`config.mk`:
```
export PLATFORM = sky130hd
export DESIGN_NAME = mul_div_unit
export DESIGN_NICKNAME = d
export VERILOG_FILES = /design/src/rtl/mul_div_unit.sv
export SDC_FILE = /design/constraint.sdc
export NUM_CORES = 1
export LEC_CHECK = 0
export ABC_CLOCK_PERIOD_IN_PS = 11480
export CORE_MARGIN = 4
export CORE_UTILIZATION = 55
export CTS_BUF_LIST = sky130_fd_sc_hd__clkbuf_2 sky130_fd_sc_hd__clkbuf_4 sky130_fd_sc_hd__clkbuf_8
export DETAILED_ROUTE_END_ITERATION = 16
export DONT_BUFFER_PORTS = 1
export PLACE_DENSITY = 0.73
export SETUP_SLACK_MARGIN = 0.2
export SLEW_MARGIN = 40
export SYNTH_ARGS = -nofsm -noshare
export SYNTH_HDL_FRONTEND = slang
export SYNTH_SLANG_ARGS = --single-unit
```
`constraint.sdc`:
```
create_clock -name clk_i -period 11.48 [get_ports clk_i]
set_input_delay 0.574 -clock clk_i [delete_from_list [all_inputs] [get_ports clk_i]]
set_output_delay 0.574 -clock clk_i [all_outputs]
set_load 0.01 [all_outputs]
```
`src/rtl/mul_div_unit.sv`:
```
// Iterative 32-bit multiply/divide unit with architectural HI/LO registers.
// Each operation takes one radix-2 step per cycle for 32 cycles, then one
// sign-fix cycle that writes HI/LO. mthi/mtlo writes land only while idle.
module mul_div_unit (
    input  logic        clk_i,
    input  logic        rst_i,
    input  logic        start_i,
    input  logic [1:0]  op_i,
    input  logic [31:0] rs_i,
    input  logic [31:0] rt_i,
    input  logic        hi_we_i,
    input  logic        lo_we_i,
    input  logic [31:0] wdata_i,
    output logic        busy_o,
    output logic        done_o,
    output logic [31:0] hi_o,
    output logic [31:0] lo_o
);

    localparam int unsigned W  = 32;
    localparam int unsigned AW = 2 * W;
    localparam int unsigned CW = 5;

    localparam logic [CW-1:0] LAST_STEP = CW'(W - 1);

    // op_i[1] selects divide, op_i[0] selects unsigned
    typedef enum logic [1:0] {
        ST_IDLE = 2'd0,
        ST_RUN  = 2'd1,
        ST_FIX  = 2'd2
    } state_e;

    state_e        state_q, state_d;
    logic [CW-1:0] cnt_q, cnt_d;
    logic [1:0]    op_q, op_d;
    logic [W-1:0]  rs_q, rs_d;       // dividend as latched, needed for divide-by-zero
    logic          rt_sign_q, rt_sign_d;
    logic [W-1:0]  opnd_q, opnd_d;   // multiplicand or divisor magnitude
    logic [AW-1:0] acc_q, acc_d;     // {hi/remainder, lo/quotient}
    logic [W-1:0]  hi_q, hi_d;
    logic [W-1:0]  lo_q, lo_d;
    logic          busy_q, busy_d;
    logic          done_q, done_d;

    // Operand magnitudes at the start edge; 0x80000000 stays 0x80000000
    logic          start_signed;
    logic [W-1:0]  rs_mag, rt_mag;

    assign start_signed = ~op_i[0];
    assign rs_mag = (start_signed && rs_i[W-1]) ? W'(-rs_i) : rs_i;
    assign rt_mag = (start_signed && rt_i[W-1]) ? W'(-rt_i) : rt_i;

    // One shift-add multiply step: conditionally add, then shift the 65-bit sum right
    logic [W:0]    mul_sum;
    logic [AW-1:0] mul_next;

    assign mul_sum  = {1'b0, acc_q[AW-1:W]} + (acc_q[0] ? {1'b0, opnd_q} : (W+1)'(0));
    assign mul_next = {mul_sum, acc_q[W-1:1]};

    // One restoring divide step: shift in next dividend bit, subtract if it fits
    logic [W:0]    div_shift;
    logic [W:0]    div_sub;
    logic          div_fit;
    logic [AW-1:0] div_next;

    assign div_shift = {acc_q[AW-1:W], acc_q[W-1]};
    assign div_sub   = div_shift - {1'b0, opnd_q};
    assign div_fit   = (div_shift >= {1'b0, opnd_q});
    assign div_next  = div_fit ? {div_sub[W-1:0],   acc_q[W-2:0], 1'b1}
                               : {div_shift[W-1:0], acc_q[W-2:0], 1'b0};

    // Sign correction applied in FIX
    logic          op_signed;
    logic          res_neg;
    logic          rem_neg;
    logic          div_by_zero;
    logic [AW-1:0] prod_fix;
    logic [W-1:0]  quot_fix;
    logic [W-1:0]  rem_fix;

    assign op_signed   = ~op_q[0];
    assign res_neg     = op_signed && (rs_q[W-1] ^ rt_sign_q);
    assign rem_neg     = op_signed && rs_q[W-1];
    assign div_by_zero = (opnd_q == W'(0));
    assign prod_fix    = res_neg ? AW'(-acc_q) : acc_q;
    assign quot_fix    = res_neg ? W'(-acc_q[W-1:0]) : acc_q[W-1:0];
    assign rem_fix     = rem_neg ? W'(-acc_q[AW-1:W]) : acc_q[AW-1:W];

    // State and datapath registers
    always_ff @(posedge clk_i or posedge rst_i) begin
        if (rst_i) begin
            state_q   <= ST_IDLE;
            cnt_q     <= '0;
            op_q      <= '0;
            rs_q      <= '0;
            rt_sign_q <= 1'b0;
            opnd_q    <= '0;
            acc_q     <= '0;
            hi_q      <= '0;
            lo_q      <= '0;
            busy_q    <= 1'b0;
            done_q    <= 1'b0;
        end else begin
            state_q   <= state_d;
            cnt_q     <= cnt_d;
            op_q      <= op_d;
            rs_q      <= rs_d;
            rt_sign_q <= rt_sign_d;
            opnd_q    <= opnd_d;
            acc_q     <= acc_d;
            hi_q      <= hi_d;
            lo_q      <= lo_d;
            busy_q    <= busy_d;
            done_q    <= done_d;
        end
    end

    // Next-state, iteration and HI/LO update logic
    always_comb begin
        state_d   = state_q;
        cnt_d     = cnt_q;
        op_d      = op_q;
        rs_d      = rs_q;
        rt_sign_d = rt_sign_q;
        opnd_d    = opnd_q;
        acc_d     = acc_q;
        hi_d      = hi_q;
        lo_d      = lo_q;

        unique case (state_q)
            ST_IDLE: begin
                if (hi_we_i) begin
                    hi_d = wdata_i;
                end
                if (lo_we_i) begin
                    lo_d = wdata_i;
                end
                if (start_i) begin
                    state_d   = ST_RUN;
                    cnt_d     = '0;
                    op_d      = op_i;
                    rs_d      = rs_i;
                    rt_sign_d = rt_i[W-1];
                    // Divide shifts the dividend through lo; multiply shifts the multiplier
                    if (op_i[1]) begin
                        opnd_d = rt_mag;
                        acc_d  = {W'(0), rs_mag};
                    end else begin
                        opnd_d = rs_mag;
                        acc_d  = {W'(0), rt_mag};
                    end
                end
            end
            ST_RUN: begin
                acc_d = op_q[1] ? div_next : mul_next;
                cnt_d = CW'(cnt_q + CW'(1));
                if (cnt_q == LAST_STEP) begin
                    state_d = ST_FIX;
                end
            end
            ST_FIX: begin
                state_d = ST_IDLE;
                if (!op_q[1]) begin
                    hi_d = prod_fix[AW-1:W];
                    lo_d = prod_fix[W-1:0];
                end else if (div_by_zero) begin
                    hi_d = rs_q;
                    lo_d = '1;
                end else begin
                    hi_d = rem_fix;
                    lo_d = quot_fix;
                end
            end
            default: begin
                state_d = ST_IDLE;
            end
        endcase

        busy_d = (state_d != ST_IDLE);
        done_d = (state_q == ST_FIX);
    end

    assign busy_o = busy_q;
    assign done_o = done_q;
    assign hi_o   = hi_q;
    assign lo_o   = lo_q;

endmodule

```
Word-level counts from Yosys, hierarchy flattened

Index checks and enable logic that the tools add are counted.

Bits of input ports: 103
Bits in registers: 204
Memories: 0
Output and inout bits: 66
ROM bits: 0
Latch bits: 0
RAM bits: 0

Equality and inequality tests: 6
Bitwise gates (word level): 3
Magnitude comparators: 1
Add/sub/neg operators: 8
Div/mod/pow operators: 0
Shift operators: 0
Multiply operators: 0
Reductions and logical operators: 13
Muxes and demuxes: 25

Operators with widths:

| operator              | count |
|---|---|
| $mux W32              | 13 |
| $mux W64              | 4 |
| $neg A32 Y32          | 4 |
| $pmux W32 S2          | 2 |
| $pmux W64 S2          | 1 |
| $neg A64 Y64          | 1 |
| $add A32 B32 Y33      | 1 |
| $ge A33 B32 Y1        | 1 |
| $logic_not A32 Y1     | 1 |
| $sub A32 B32 Y32      | 1 |
| $pmux W5 S2           | 1 |
| $reduce_and A2 Y1     | 4 |
| $ne A2 B2 Y1 const B  | 3 |
| $reduce_bool A2 Y1    | 3 |
| $add A5 B1 Y5 const B | 1 |
| $eq A5 B5 Y1 const B  | 1 |
| $mux W5               | 1 |
| $logic_and A1 B1 Y1   | 4 |
| $mux W2               | 2 |
| $pmux W2 S2           | 1 |
| $eq A2 B1 Y1 const B  | 1 |
| $eq A2 B2 Y1 const B  | 1 |
| $logic_not A2 Y1      | 1 |
| $not A1 Y1            | 2 |
| $xor A1 B1 Y1         | 1 |

Logic depth before layout (Yosys ltp)

Gate-level depths: netlist of run 1.

Depth in word-level cells: 6
Mapped depth: 14
Gate-level depth less buffers: 13

Worst setup path before layout of run 1

No wires, ideal clock.

Path type: flip-flop to flip-flop
Start point: register acc_q[0]
End point: register acc_q[61]
Arrival: 3,012 ps
Cell stages (with the launch flop): 14
Setup time: 126 ps
Data required time: 11,354 ps
Slack: 8,341 ps
Path through: dfrtp_1 -> inv_1 -> clkbuf_1 -> nor2_1 -> ha_1 -> clkbuf_1 -> nand4_1 -> or3_1 -> nand3_1 -> a32oi_1 -> o31ai_1 -> xnor2_1 -> o221ai_1 -> a311o_1

Cells in the longest elaborated chain, start to end: 4

RTL lines:

| element                | line | text |
|---|---|---|
| start, declared        | 39   | `logic [AW-1:0] acc_q, acc_d;` |
| start signal, assigned | 98   | `acc_q <= '0;` |
| start signal, assigned | 110  | `acc_q <= acc_d;` |
| $mux W32               | 57   | `assign mul_sum = {1'b0, acc_q[AW-1:W]} + (acc_q[0] ? {1'b0, opnd_q} : (W+1)'(0));` |
| $add A32 B32 Y33       | 57   |  |
| $mux W64               | 155  | `acc_d = op_q[1] ? div_next : mul_next;` |
| $pmux W64 S2           | 130  | `unique case (state_q)` |

No other way between the ends.
A chain may end at the register's enable or synchronous reset.

Final worst setup path of run 1

Start point: register acc_q[42]
End point: register acc_q[57]

Cells in the longest elaborated chain, start to end: 4
Elaborated cells between the ends (all ways): 6
Classes of those cells: add/sub: 2; order compare: 1; mux: 3

RTL lines:

| element                                            | line   | text |
|---|---|---|
| $sub A32 B32 Y32 or $ge A33 B32 Y1 (tied branches) | 67, 68 |  |
| $mux W64                                           | 69     | `assign div_next = div_fit ? {div_sub[W-1:0], acc_q[W-2:0], 1'b1}` |
| $mux W64 *                                         | 155    |  |
| $pmux W64 S2 *                                     | 130    |  |

Every way passes the cells marked *; elsewhere a longest branch is shown, timed or not.

==> impl_metrics.json, run 1 <==
{
  "status": "completed",
  "path_buf_inv": 1,
  "final_nets": 2272,
  "finalCriticalPeriod_ns": 3.77,
  "grt_overflow": 0,
  "wl_met1_um": 27100,
  "drc": 0,
  "syn-cell-area_sq_um": 16900,
  "io_pins": 169,
  "grt_setup_unrepaired": "false",
  "final_common_cell": "nand2_1",
  "switching_power_mw": 3.50,
  "synth.largest_area_cell": "dfrtp_1",
  "cts_buffer_depth": 3,
  "rows": 63,
  "synthToLayoutAreaGrowth_pct": 6.00,
  "crit_arrival_ns": 4.23,
  "holdBufCountCts": 1,
  "worst_setup_path_start_kind": "flop",
  "cts_tree": "yes",
  "relSlewSlack_pct": 44.5,
  "critPathMaxStageDelay_ns": 0.62,
  "cp-end-kind": "flop",
  "die-area_sq_um": 33600,
  "holdWs_ns": 0.125,
  "cap_viol_max_count": 0,
  "path_depth": 11,
  "clk_latency_ns": 0.55,
  "intPower_mw": 3.12,
  "swShare_pct": 52.8,
  "met3_length_um": 9180,
  "synth_nets": 2352,
  "power_density_nw_per_um2": 370,
  "routed-via-count": 17100,
  "grt_pass1_vias": 15800,
  "syn_avg_cell_area_sq_um": 7.76,
  "finClkSkew_ns": 0.0382,
  "portBuffers": 0,
  "worstSetupPathType": "reg -> reg",
  "crit_fanout": 34,
  "yosysSeqAreaShare_pct": 30.2,
  "syn_inst": 2177,
  "pwr-share-seq_pct": 26.1,
  "route.met2.wl_um": 25400,
  "root_buffer": "clkbuf_8",
  "ys_ff_latch": 204,
  "hpwl_um": 48600,
  "wl_um": 64000,
  "wl_per_cell_um": 25.4,
  "whs_path_depth": 2,
  "cp_top_family": "simple AND/OR/NAND/NOR gates",
  "postCtsSetupBuffers": 0,
  "synthArstFlopShare_pct": 100,
  "start_util_pct": 56.4,
  "synth.top_cell.area_share_pct": 30.2,
  "dr.pass1.iters": 6,
  "power_frac_clock_pct": 11.9,
  "finalCritPeriodShare_pct": 32.8,
  "tightest_slew_ns": 0.811,
  "die-width_um": 183,
  "grt_pass1_wl_um": 97100,
  "critPathSlowestCell": "or4_1",
  "htreeDepth": 2,
  "numCtsBuffers": 39,
  "clk_pin_slew_ns": 0.06,
  "ys_warn_count": 0,
  "core_area_sq_um": 30000,
  "p_comb_share_pct": 62.0,
  "leakage_nw": 7.55,
  "synthFlopType": "dfrtp_1",
  "track_usage_pct": 37.1,
  "hold_viol_final": 0,
  "drive_gt1_share_pct": 6.64,
  "tns_ns": 0,
  "postRouteAntennaNets": 0,
  "die_h_um": 183,
  "cp_cell_sequence": "ha_1 > nand3_1 > or4_1 > nor3_1 > a31o_2 > o31ai_1 > a31oi_4 > buf_4 > nand2_1 > o22ai_1 > a221o_1",
  "final_util_pct": 59.7,
  "worstRegToRegCells": 11,
  "place_congestion": 1.03,
  "via_per_inst": 6.80,
  "irDropWorstVdd_uv": 194,
  "dr.first_iter.drc_count": 2051,
  "holdCritPathClass": "in -> reg",
  "final_cell_mix": "nand2_1, o21ai_0, dfrtp_1",
  "timing.fmax_mhz": 265,
  "synth_edf_count": 0,
  "antenna_found_initial": 1,
  "synth.distinct_cells": 78,
  "cts_num_sinks": 204,
  "ys_top_cells_by_area": "dfrtp_1, o21ai_0, nand2_1",
  "grt_max_degree": 89,
  "drv_slew": 0,
  "routed.top_layer": "met4",
  "setup_viol": 0,
  "crit_required_ns": 11.94,
  "cts_resized": 0
}
## final cells by class
class | instances | area (sq um)
repair buffers | 25 | 198
multi-input cells | 1758 | 11000
clock buffers | 60 | 763
diodes | 1 | 2.50
flip-flops and latches | 204 | 5110
well taps | 390 | 488
inverters | 69 | 267
clock inverters | 9 | 82.6
fillers | 2807 | 12100
## power groups by stage
stage	Sequential, mW	Combinational [mW]	Clock, mW
2_1_floorplan	1.37	3.09	0
5_1_grt	1.75	4.46	0.821
4_1_cts	1.69	3.97	0.789
3_5_place_dp	1.71	3.94	0
6_report	1.73	4.11	0.788
3_3_place_gp	1.69	3.91	0
## flip-flops by register name, indices dropped and copies added (netlist names)
register	cells
hi_o	32
lo_o	32
done_o	1
state_q	2
busy_o	1
rt_sign_q	1
opnd_q	32
acc_q	64
cnt_q	5
op_q	2
rs_q	32
## cell usage after synthesis, types with 27 or more instances
cell      count
xor2_1       83
nand3_1      37
nor3_1       35
inv_1        67
dfrtp_1     204
ha_1         70
nor4_1       27
o21ai_0     227
o221ai_1     28
mux2i_1      57
nor2_1      193
o22ai_1      48
xnor2_1     112
clkbuf_1    124
a21oi_1     180
nand2_1     289
## routing by layer
metal	up-vias	global-route usage [%]
met2	1106	51.1
li1	7678	-
met3	117	12.5
met4	0	10.8
met1	8206	55.0
met5	-	0
## final timing paths
check	startpoint	endpoint	slack, ns
max	acc_q[42]	acc_q[57]	7.71
min	rs_i[18]	rs_q[18]	0.12
max reg2reg	acc_q[42]	acc_q[57]	7.71
min reg2reg	rs_q[12]	rs_q[12]	0.47
max in group asynchronous	rst_i	hi_o[28]	9.75
min in group asynchronous	rst_i	acc_q[54]	0.62
## cell families (layout without fill, tap and decap cells)
| kind of cell | count (synthesis) | in the layout | share of synthesized area [%] |
|---|---|---|---|
| other | 0 | 1 | 0 |
| AO/OA/AOI/OAI | 699 | 699 | 25.3 |
| flip-flops | 204 | 204 | 30.2 |
| buffers and inverters | 215 | 163 | 5.05 |
| AND/OR/NAND/NOR | 729 | 729 | 20.1 |
| multiplexers | 63 | 63 | 3.78 |
| XOR/XNOR | 195 | 195 | 10.1 |
| adder cells (fa/ha/maj) | 72 | 72 | 5.42 |
## per-stage QoR
step / area [sq um] / power [mW] / setup slack (ns) / cells
floorplan: 16900 / 4.46 / 5.34 / 2177
global route: 17900 / 7.03 / 7.33 / 2515
finish: 17900 / 6.62 / 7.71 / 2516
detailed placement: 17000 / 5.65 / 7.79 / 2445
global placement: 17000 / 5.60 / 7.80 / 2445
CTS: 17900 / 6.45 / 7.78 / 2515
No activity file was read; power rests on OpenSTA's default activity.
==> run 2: changes to the inputs <==
--- a/config.mk
+++ b/config.mk
@@ -5,13 +5,13 @@
 export SDC_FILE = /design/constraint.sdc
 export NUM_CORES = 1
 export LEC_CHECK = 0
-export ABC_CLOCK_PERIOD_IN_PS = 11480
+export ABC_CLOCK_PERIOD_IN_PS = 3150
 export CORE_MARGIN = 4
 export CORE_UTILIZATION = 55
 export CTS_BUF_LIST = sky130_fd_sc_hd__clkbuf_2 sky130_fd_sc_hd__clkbuf_4 sky130_fd_sc_hd__clkbuf_8
 export DETAILED_ROUTE_END_ITERATION = 16
 export DONT_BUFFER_PORTS = 1
-export PLACE_DENSITY = 0.73
+export PLACE_DENSITY = 0.76
 export SETUP_SLACK_MARGIN = 0.2
 export SLEW_MARGIN = 40
 export SYNTH_ARGS = -nofsm -noshare
==> constraint.sdc (replaced) <==
create_clock -name clk_i -period 3.15 [get_ports clk_i]
set_input_delay 0.1575 -clock clk_i [delete_from_list [all_inputs] [get_ports clk_i]]
set_output_delay 0.1575 -clock clk_i [all_outputs]
set_load 0.01 [all_outputs]
==> run 2 against run 1 <==
Effect of this change: non-clock buffer count rose by 334; combinational power grew to 5.3 times the previous value; clock power grew to 3.5 times the previous value; clock-buffer cell count shrank 4; power rose to 4.5 times the previous value; cell area increased by 22%; register-to-register slack lost 7.7 ns; clock skew hardly changed.
==> impl_metrics.json, run 2 (same netlist as run 1, synthesis figures left out) <==
{
  "status": "completed",
  "finalCriticalPeriod_ns": 3.14,
  "crit_arrival_ns": 3.62,
  "startpoint": "acc_q[11]",
  "postRouteAntennaNets": 0,
  "rrSetupSlack_ns": 0.01,
  "swShare_pct": 49.6,
  "layout_setup_ws_ns": 0.0148,
  "via_per_inst": 6.80,
  "grt_max_degree": 77,
  "start_util_pct": 56.4,
  "timing.rr.start": "acc_q[11]",
  "track_usage_pct": 40.3,
  "cp_cell_sequence": "or4_4 > or3_4 > or3_4 > or4_4 > nor3b_4 > nor2_2 > xnor2_1 > o221ai_1 > o221a_2",
  "fin_area_sq_um": 21800,
  "cts_tree": "yes",
  "place_congestion": 1.06,
  "rows": 63,
  "io_pins": 169,
  "dp.cells": 2632,
  "dr.first_iter.drc_count": 2753,
  "fin_cells": 2845,
  "final_common_cell": "nand2_1",
  "finalCritPeriodShare_pct": 99.5,
  "grtUsageMet3_pct": 13.1,
  "r2r_end": "hi_o[17]",
  "whs_path_depth": 2,
  "max_flop_register": "acc_q",
  "hp-start": "op_i[1]",
  "irDropWorstVdd_uv": 649,
  "relSlewSlack_pct": 50.4,
  "final_nets": 2604,
  "pwr-share-seq_pct": 18.2,
  "cap_viol_max_count": 0,
  "switching_power_mw": 14.7,
  "wl_per_cell_um": 25.4,
  "numCtsBuffers": 37,
  "grt_setup_unrepaired": "true",
  "grt_use_met1_pct": 54.8,
  "die-width_um": 183,
  "worst_setup_path_start_kind": "flop",
  "dp_slack_ns": -0.201,
  "use_met2_pct": 59.1,
  "critPathMaxStageDelay_ns": 0.56,
  "drive_gt1_share_pct": 22.2,
  "core_area_sq_um": 30000,
  "grt_pass1_vias": 18000,
  "largest_reg_flops": 64,
  "grt-busiest-layer": "met2",
  "holdWs_ns": 0.00835,
  "final_cell_mix": "nand2_1, buf_4, dfrtp_1",
  "finClkSkew_ns": 0.0382,
  "drc": 0,
  "htreeDepth": 2,
  "critPathSlowestCell": "or4_4",
  "p_total_mw": 29.7,
  "cp-end-kind": "flop",
  "root_buffer": "clkbuf_8",
  "drv_slew": 0,
  "antenna_found_initial": 1,
  "leakage_nw": 9.34,
  "portBuffers": 0,
  "crit_fanout": 5,
  "grt_pass1_wl_um": 106000,
  "setup_viol": 0,
  "clk_pin_slew_ns": 0.06,
  "synthToLayoutAreaGrowth_pct": 29.2,
  "hold_end": "acc_q[28]",
  "grt_overflow": 0,
  "power_frac_clock_pct": 9.3,
  "die_h_um": 183,
  "hpwl_um": 51700,
  "timing.fmax_mhz": 319,
  "dpl_cell_area_sq_um": 18500,
  "wl_um": 72200,
  "dr.pass1.iters": 7,
  "die-area_sq_um": 33600,
  "final_util_pct": 72.8,
  "nFillCells": 2241,
  "p_comb_share_pct": 72.6,
  "tns_ns": 0,
  "power_density_nw_per_um2": 1360,
  "tightest_slew_ns": 0.739,
  "worstRegToRegCells": 9,
  "clk_latency_ns": 0.56,
  "worstSetupPathType": "reg -> reg",
  "intPower_mw": 15.0,
  "cts_buffer_depth": 3,
  "cts_num_sinks": 204,
  "hold_viol_final": 0,
  "crit_required_ns": 3.64,
  "routed-via-count": 19400,
  "holdCritPathClass": "in -> reg"
}
==> run 2: repair_timing <==
item,4_1_cts,5_1_grt
setup endpoints to repair,47,65
hold buffers,77,1
pin swaps,39,74
buffers inserted,24,37
gates resized for setup,86,156
cloned,4,4
hold endpoints to repair,231,3
==> run 2: power by group through the flow <==
stage / clock network, mW / registers (mW) / logic (mW)
6_report: 2.75 / 5.40 / 21.6
5_1_grt: 2.86 / 5.50 / 22.8
4_1_cts: 2.75 / 5.28 / 18.6
3_5_place_dp: 0 / 5.29 / 17.3
3_3_place_gp: 0 / 5.25 / 16.9
2_1_floorplan: 0 / 4.99 / 11.3
==> run 2: layout make-up <==
type	count	area, sq um	area share (%)
flip-flops and latches	204	5110	23.4
multi-input cells	1758	11900	54.6
clock buffers	56	721	3.30
inverters	69	270	1.24
repair buffers	359	3240	14.8
well taps	390	488	2.24
diodes	2	5.00	0.0229
clock inverters	7	67.6	0.310
==> run 2: critical path, delay by kind of cell, from the launching register on <==
kind            cells  cell delay, ns
simple gates        6            2.12
xor+xnor            1            0.14
flops               1            0.39
compound gates      2            0.45
==> run 2: worst max-delay path by stage <==
stage | end | slack (ns) | cells after the start
2_1_floorplan | hi_o[17] | 0.20 | 9
3_3_place_gp | acc_q[61] | -0.04 | 12
3_5_place_dp | hi_o[17] | -0.20 | 9
4_1_cts | hi_o[17] | 0.002 | 9
5_1_grt | acc_q[61] | -0.05 | 14
6_report | hi_o[17] | 0.01 | 9
==> run 2: routing by layer <==
metal	part of all wire [%]	vias up
li1	-	8358
met4	6.1	0
met2	42	1520
met1	37	9183
met3	15	290
met5	0	-
